$ cat src/rtl/chimera_spi_resp_pkg.sv
// Shared opcodes and FSM state type for the SPI serial-flash responder.
package chimera_spi_resp_pkg;

  localparam logic [7:0] OpRead = 8'h03;
  localparam logic [7:0] OpProg = 8'h02;
  localparam logic [7:0] OpRdid = 8'h9F;

  typedef enum logic [2:0] {
    ST_IDLE,
    ST_CMD,
    ST_ADDR,
    ST_READ,
    ST_PROG,
    ST_RDID,
    ST_IGNORE
  } state_e;

  function automatic logic op_supported(input logic [7:0] op);
    return (op == OpRead) || (op == OpProg) || (op == OpRdid);
  endfunction

endpackage

$ cat src/rtl/chimera_spi_resp_sync.sv
// Two-flop synchronizer for an asynchronous SPI line, plus a third flop for
// rising/falling edge detection of the synchronized level.
module chimera_spi_resp_sync #(
  parameter logic RstVal = 1'b0
) (
  input  logic clk_i,
  input  logic rst_i,
  input  logic d_i,
  output logic q_o,
  output logic rise_o,
  output logic fall_o
);

  logic [2:0] pipe_reg;

  always_ff @(posedge clk_i) begin
    if (rst_i) begin
      pipe_reg <= {3{RstVal}};
    end else begin
      pipe_reg <= {pipe_reg[1:0], d_i};
    end
  end

  assign q_o    = pipe_reg[1];
  assign rise_o = pipe_reg[1] & ~pipe_reg[2];
  assign fall_o = ~pipe_reg[1] & pipe_reg[2];

endmodule

$ cat src/rtl/chimera_spi_flash_resp.sv
// Minimal mode-0 SPI serial-flash target: READ, PAGE-PROGRAM and READ-ID
// served from an internal byte memory, with a backdoor preload/check port.
module chimera_spi_flash_resp
  import chimera_spi_resp_pkg::*;
#(
  parameter int unsigned MemBytes  = 256,
  parameter int unsigned AddrWidth = $clog2(MemBytes),
  parameter logic [23:0] JedecId   = 24'hC2_20_18
) (
  input  logic                 clk_i,
  input  logic                 rst_i,
  input  logic                 spi_csb_i,
  input  logic                 spi_sck_i,
  input  logic                 spi_mosi_i,
  output logic                 spi_miso_o,
  output logic                 spi_miso_en_o,
  input  logic                 mem_we_i,
  input  logic [AddrWidth-1:0] mem_addr_i,
  input  logic [7:0]           mem_wdata_i,
  output logic [7:0]           mem_rdata_o,
  output logic                 busy_o,
  output logic                 cmd_err_o
);

  logic csb_s, csb_rise, csb_fall;
  logic sck_level_unused, sck_rise, sck_fall;
  logic mosi_meta_reg, mosi_s_reg;

  // csb flops reset low so a csb already held low at reset release never
  // produces a falling edge; a fresh high-to-low transition is required.
  chimera_spi_resp_sync #(.RstVal(1'b0)) u_sync_csb (
    .clk_i  (clk_i),
    .rst_i  (rst_i),
    .d_i    (spi_csb_i),
    .q_o    (csb_s),
    .rise_o (csb_rise),
    .fall_o (csb_fall)
  );

  chimera_spi_resp_sync #(.RstVal(1'b0)) u_sync_sck (
    .clk_i  (clk_i),
    .rst_i  (rst_i),
    .d_i    (spi_sck_i),
    .q_o    (sck_level_unused),
    .rise_o (sck_rise),
    .fall_o (sck_fall)
  );

  always_ff @(posedge clk_i) begin
    if (rst_i) begin
      mosi_meta_reg <= 1'b0;
      mosi_s_reg    <= 1'b0;
    end else begin
      mosi_meta_reg <= spi_mosi_i;
      mosi_s_reg    <= mosi_meta_reg;
    end
  end

  logic [7:0] mem [MemBytes];

  state_e                 state_reg, state_next;
  logic [4:0]             bit_cnt_reg, bit_cnt_next;
  logic [7:0]             rx_reg, rx_next;
  logic [7:0]             op_reg, op_next;
  logic [AddrWidth-1:0]   addr_reg, addr_next;
  logic [7:0]             tx_reg, tx_next;
  logic [1:0]             id_idx_reg, id_idx_next;
  logic                   miso_reg, miso_next;
  logic                   miso_en_reg, miso_en_next;
  logic                   cmd_err_reg, cmd_err_next;
  logic                   spi_we;

  logic [7:0]             rx_shift;
  logic [AddrWidth-1:0]   addr_shift;
  logic [AddrWidth-1:0]   addr_inc;
  logic [7:0]             id_byte;

  assign rx_shift   = {rx_reg[6:0], mosi_s_reg};
  // Only the low address bits are retained; upper address bits alias.
  assign addr_shift = {addr_reg[AddrWidth-2:0], mosi_s_reg};
  assign addr_inc   = addr_reg + 1'b1;
  assign id_byte    = (id_idx_reg == 2'd1) ? JedecId[15:8] :
                      (id_idx_reg == 2'd2) ? JedecId[7:0]  : 8'h00;

  always_comb begin
    state_next   = state_reg;
    bit_cnt_next = bit_cnt_reg;
    rx_next      = rx_reg;
    op_next      = op_reg;
    addr_next    = addr_reg;
    tx_next      = tx_reg;
    id_idx_next  = id_idx_reg;
    miso_next    = miso_reg;
    miso_en_next = miso_en_reg;
    cmd_err_next = 1'b0;
    spi_we       = 1'b0;
    if (csb_rise) begin
      state_next   = ST_IDLE;
      miso_next    = 1'b0;
      miso_en_next = 1'b0;
    end else begin
      case (state_reg)
        ST_IDLE: begin
          if (csb_fall) begin
            state_next   = ST_CMD;
            bit_cnt_next = '0;
            rx_next      = '0;
          end
        end
        ST_CMD: begin
          if (sck_rise) begin
            rx_next      = rx_shift;
            bit_cnt_next = bit_cnt_reg + 5'd1;
            if (bit_cnt_reg == 5'd7) begin
              bit_cnt_next = '0;
              op_next      = rx_shift;
              if (!op_supported(rx_shift)) begin
                state_next   = ST_IGNORE;
                cmd_err_next = 1'b1;
              end else if (rx_shift == OpRdid) begin
                state_next  = ST_RDID;
                tx_next     = JedecId[23:16];
                id_idx_next = 2'd1;
              end else begin
                state_next = ST_ADDR;
              end
            end
          end
        end
        ST_ADDR: begin
          if (sck_rise) begin
            addr_next    = addr_shift;
            bit_cnt_next = bit_cnt_reg + 5'd1;
            if (bit_cnt_reg == 5'd23) begin
              bit_cnt_next = '0;
              if (op_reg == OpRead) begin
                state_next = ST_READ;
                tx_next    = mem[addr_shift];
              end else begin
                state_next = ST_PROG;
              end
            end
          end
        end
        ST_READ, ST_RDID: begin
          // bit_cnt counts bits driven in the current byte; the reload
          // waits for the rise on which the host samples the last bit.
          if (sck_fall && (bit_cnt_reg != 5'd8)) begin
            miso_next    = tx_reg[7];
            miso_en_next = 1'b1;
            tx_next      = {tx_reg[6:0], 1'b0};
            bit_cnt_next = bit_cnt_reg + 5'd1;
          end else if (sck_rise && (bit_cnt_reg == 5'd8)) begin
            bit_cnt_next = '0;
            if (state_reg == ST_READ) begin
              addr_next = addr_inc;
              tx_next   = mem[addr_inc];
            end else begin
              tx_next = id_byte;
              if (id_idx_reg != 2'd3) begin
                id_idx_next = id_idx_reg + 2'd1;
              end
            end
          end
        end
        ST_PROG: begin
          if (sck_rise) begin
            rx_next      = rx_shift;
            bit_cnt_next = bit_cnt_reg + 5'd1;
            if (bit_cnt_reg == 5'd7) begin
              spi_we       = 1'b1;
              bit_cnt_next = '0;
              addr_next    = addr_inc;
            end
          end
        end
        default: ;
      endcase
    end
  end

  always_ff @(posedge clk_i) begin
    if (rst_i) begin
      state_reg   <= ST_IDLE;
      bit_cnt_reg <= '0;
      rx_reg      <= '0;
      op_reg      <= '0;
      addr_reg    <= '0;
      tx_reg      <= '0;
      id_idx_reg  <= '0;
      miso_reg    <= 1'b0;
      miso_en_reg <= 1'b0;
      cmd_err_reg <= 1'b0;
    end else begin
      state_reg   <= state_next;
      bit_cnt_reg <= bit_cnt_next;
      rx_reg      <= rx_next;
      op_reg      <= op_next;
      addr_reg    <= addr_next;
      tx_reg      <= tx_next;
      id_idx_reg  <= id_idx_next;
      miso_reg    <= miso_next;
      miso_en_reg <= miso_en_next;
      cmd_err_reg <= cmd_err_next;
    end
  end

  // An SPI program byte takes priority over a coincident backdoor write.
  always_ff @(posedge clk_i) begin
    if (spi_we && !rst_i) begin
      mem[addr_reg] <= rx_shift;
    end else if (mem_we_i) begin
      mem[mem_addr_i] <= mem_wdata_i;
    end
  end

  assign mem_rdata_o   = mem[mem_addr_i];
  assign spi_miso_o    = miso_reg & ~csb_rise;
  assign spi_miso_en_o = miso_en_reg & ~csb_rise;
  assign busy_o        = ~csb_s & (state_reg != ST_IDLE);
  assign cmd_err_o     = cmd_err_reg;

endmodule

$ cat config.mk
export PLATFORM = sky130hd
export DESIGN_NAME = chimera_spi_flash_resp
export DESIGN_NICKNAME = d
export VERILOG_FILES = /design/src/rtl/chimera_spi_resp_pkg.sv /design/src/rtl/chimera_spi_resp_sync.sv /design/src/rtl/chimera_spi_flash_resp.sv
export SDC_FILE = /design/constraint.sdc
export NUM_CORES = 2
export LEC_CHECK = 0
export CAP_MARGIN = 25
export CORE_UTILIZATION = 38
export CTS_CLUSTER_SIZE = 30
export DETAILED_ROUTE_END_ITERATION = 7
export DONT_BUFFER_PORTS = 1
export PLACE_DENSITY = 0.54
export SLEW_MARGIN = 30
export SYNTH_ARGS = -nofsm -noshare
export SYNTH_HDL_FRONTEND = slang
export SYNTH_HIERARCHICAL = 1
export SYNTH_SLANG_ARGS = --single-unit
$ cat constraint.sdc
create_clock -name clk_i -period 6.5 [get_ports clk_i]
set_input_delay 1.625 -clock clk_i [delete_from_list [all_inputs] [get_ports clk_i]]
set_output_delay 1.625 -clock clk_i [all_outputs]
set_load 0.01 [all_outputs]
==> flow_summary.yaml <==
run_status:
  result_of_the_run: "complete, but fails checks"
  failing_checks: "setup timing"
die:
  design.die.area_um2: 305000
  die_height_um: 552
  initial_utilization_pct: 38.3
  placement_rows: 201
  fp.coreArea_um2: 301000
  top_level_ports: 34
  chip_width_um: 552
detailed_routing:
  totalWireLength_um: 466000
  drt-vias-per-instance: 7.08
  route.antenna.remaining_nets: 0
  remaining_routing_drc_violations: 0
  wl_per_cell_um: 44.1
  num_vias: 74800
  first_pass_detailed_route_iteration_total: 7
  drt_first_iter_violations: 12900
grt:
  track_usage_pct: 29.5
  grt_first_pass_wirelength_um: 618000
  grt_pass1_vias: 70800
  maximum_number_of_pins_on_one_net_before_global_route_repair: 517
  globalRoute.totalOverflow: 0
  grt_antenna_before_repair: 30
power_and_ir_drop:
  power.density_nw_per_um2: 231
  vdd_ir_drop_max_mv: 0.231
  leakage_power_of_the_design_uw: 0.0387
cells_and_area:
  layout.cells.most_common_list: "2048 x edfxtp_1, 1769 x mux4_2, 458 x buf_4"
  drive_above_1_share_pct: 42.0
  mostFrequentLayoutCell: "edfxtp_1"
  reg_with_most_ffs: "mem"
  synthToLayoutAreaGrowth_pct: 13.4
  ff_latch_area_um2: 62600
  nNetsFinal: 6398
  fill_cells: 25700
  largest_reg_flops: 2048
  number_of_cells_in_the_finished_layout_apart_from_fillers: 10600
  multiInputGateArea_um2: 50000
synthesis:
  async_reset_ff_share_pct: 0
  postSynthAreaPerCell_um2: 18.6
  synth_top_cell_by_area: "edfxtp_1"
  synth_top_family_by_area: "multiplexers"
  synth_cell_type_count: 75
  dominantRegCellSynth: "edfxtp_1"
  ys_ff_latch: 2100
  syn_nets: 6204
  synthMuxAreaShare_pct: 36.1
  synth_top_cells_by_area: "edfxtp_1 53%, mux4_2 35%, mux2i_1 1.4%"
  synth_adder_area_share_pct: 0.0761
  synth_warnings: 6
  yosys.area_share.simple_pct: 4.12
  synth_edf_count: 2048
  synth_seq_area_share_pct: 54.3
  synthesis.area_um2: 115000
  synthesis.instances: 6175
  yosys.area_share.xor_xnor_pct: 0.0674
  synth_top_area_share_pct: 53.4
  synth_compound_gate_area_share_pct: 2.68
placed_design:
  placement.setup.worst_slack_ns: 0.124
  placement.io_buffers: 0
  numPlacedInstances: 10100
  detailedPlacementHpwl_um: 299000
  routabilityCongestion: 0.990
timing:
  finalWorstPathRequiredPeriod_ns: 6.56
  fmax_mhz: 152
  fin_worst_skew_ns: 0.0914
  setup_slack_ns: -0.0610
  hold_ws_ns: 0.439
  setup-violations-final: 7
  slew_at_the_pin_closest_to_its_max_slew_limit_ns: 1.35
  post-route-period-util_pct: 101
  worst_slew_margin_rel_pct: 10.0
  hold_violations: 0
  number_of_max_slew_violations_in_the_final_report: 0
critical_path:
  crit_path_start: "mem_addr_i[1]"
  startpoint_type: "input pin"
  setup.worst_path.end_class: "output port"
  critical_path.reg2reg.startpoint: "state_reg[2]"
  critPathKind: "input pin to output port"
  critical_path_arrival_ns: 4.94
  timing.critical_path.fanout_max: 26
  cp_data_required_time_ns: 4.88
clock_tree:
  clkSlewWorstSetupHoldPaths_ns: 0.06
  ctsResizeCount: 0
  tritoncts_clock_tree: "done"
  cts_made_buffers: 234
  cts_root_buf: "clkbuf_16"
  clock_tree.buffer_depth: 4
  clock_sink_count: 2100
  ctsHtreeMaxLevel: 4
  clk-insertion-delay-late_ns: 0.97
flow_run:
  maxCapViolCount: 0
min_path:
  holdCritPathClass: "flop to flop"
  hold_path_startpoint: "mosi_meta_reg"
worst max-delay path, cell delays in order:
cell and delay (ns):
buf_16 0.28, buf_16 0.20, buf_16 0.22, mux4_2 0.54, mux4_2 0.59, mux4_2 0.70, mux4_2 0.66
kinds of logic after synthesis:
group	after synthesis
and+or+nand+nor	1084
xor gates and xnor gates	8
adders and majority gates	7
buffers and inverters	600
DFF	2100
AOI/OAI and AO/OA	432
muxes	1944
repair_timing:
| item | 4_1_cts | 5_1_grt |
|---|---|---|
| hold buffers | 0 | 0 |
| buffers inserted | 0 | 3 |
| endpoints found under the setup margin | 0 | 8 |
routing by layer:
layer | GRT usage [%] | wire length [um] | up-vias
li1 | - | - | 27500
met1 | 39.1 | 170000 | 40200
met2 | 42.8 | 203000 | 6009
met3 | 9.70 | 61900 | 1109
met4 | 16.3 | 31500 | 16
met5 | 0 | 127 | -
final timing paths:
| kind | to | slack, ns | cells past startpoint |
|---|---|---|---|
| setup / recovery | mem_rdata_o[7] | -0.06 | 7 |
| hold / removal | mosi_s_reg | 0.44 | 1 |
| setup reg to reg | mem[97][4] | 0.92 | 9 |
| hold reg to reg | mosi_s_reg | 0.44 | 1 |
report_power, final:
group / switching [uW] / internal (uW) / leakage [uW]
combinational: 996 / 662 / 0.0159
sequential: 15.3 / 14900 / 0.0191
clock: 5870 / 7720 / 0.00370
final cells by class:
type | instances | share of cell area (%)
Multi-Input combinational cell | 3475 | 38.3
Sequential cell | 2100 | 47.9
Inverter | 14 | 0.0403
Tap cell | 3958 | 3.79
Timing Repair Buffer | 544 | 4.02
Clock inverter | 152 | 1.17
Clock buffer | 284 | 4.69
Antenna cell | 39 | 0.0748
stage by stage:
step	setup TNS, ns	util [%]	total power, uW	instance area (um^2)
finish	-0.208	43.4	30100	131000
global route	-0.0196	43.4	30700	130000
CTS	0	43.1	29900	130000
detailed placement	0	40.6	16500	122000
global placement	0	40.6	16500	122000
floorplan	0	-	16200	115000
cells in the mapped netlist (all sizes together) (7+ instances only):
| cell | instances |
|---|---|
| clkbuf | 219 |
| a21oi | 75 |
| mux4 | 1769 |
| nand3b | 11 |
| nand2b | 16 |
| a211oi | 11 |
| nand4 | 36 |
| ha | 7 |
| or3 | 10 |
| nor2b | 27 |
| and2 | 11 |
| a311oi | 15 |
| o31ai | 12 |
| a22o | 8 |
| a31oi | 23 |
| a221oi | 20 |
| and3 | 10 |
| a2111oi | 9 |
| o21ai | 49 |
| o2111ai | 11 |
| inv | 13 |
| nor4 | 9 |
| nor2 | 365 |
| o22ai | 24 |
| xnor2 | 7 |
| o211ai | 26 |
| a32oi | 22 |
| mux2i | 157 |
| a32o | 9 |
| nand3 | 152 |
| mux2 | 18 |
| a22oi | 69 |
| nand2 | 387 |
| nor3 | 24 |
| o221ai | 12 |
| dfxtp | 52 |
| edfxtp | 2048 |
| buf | 367 |
(Power assumes the default switching activity.)
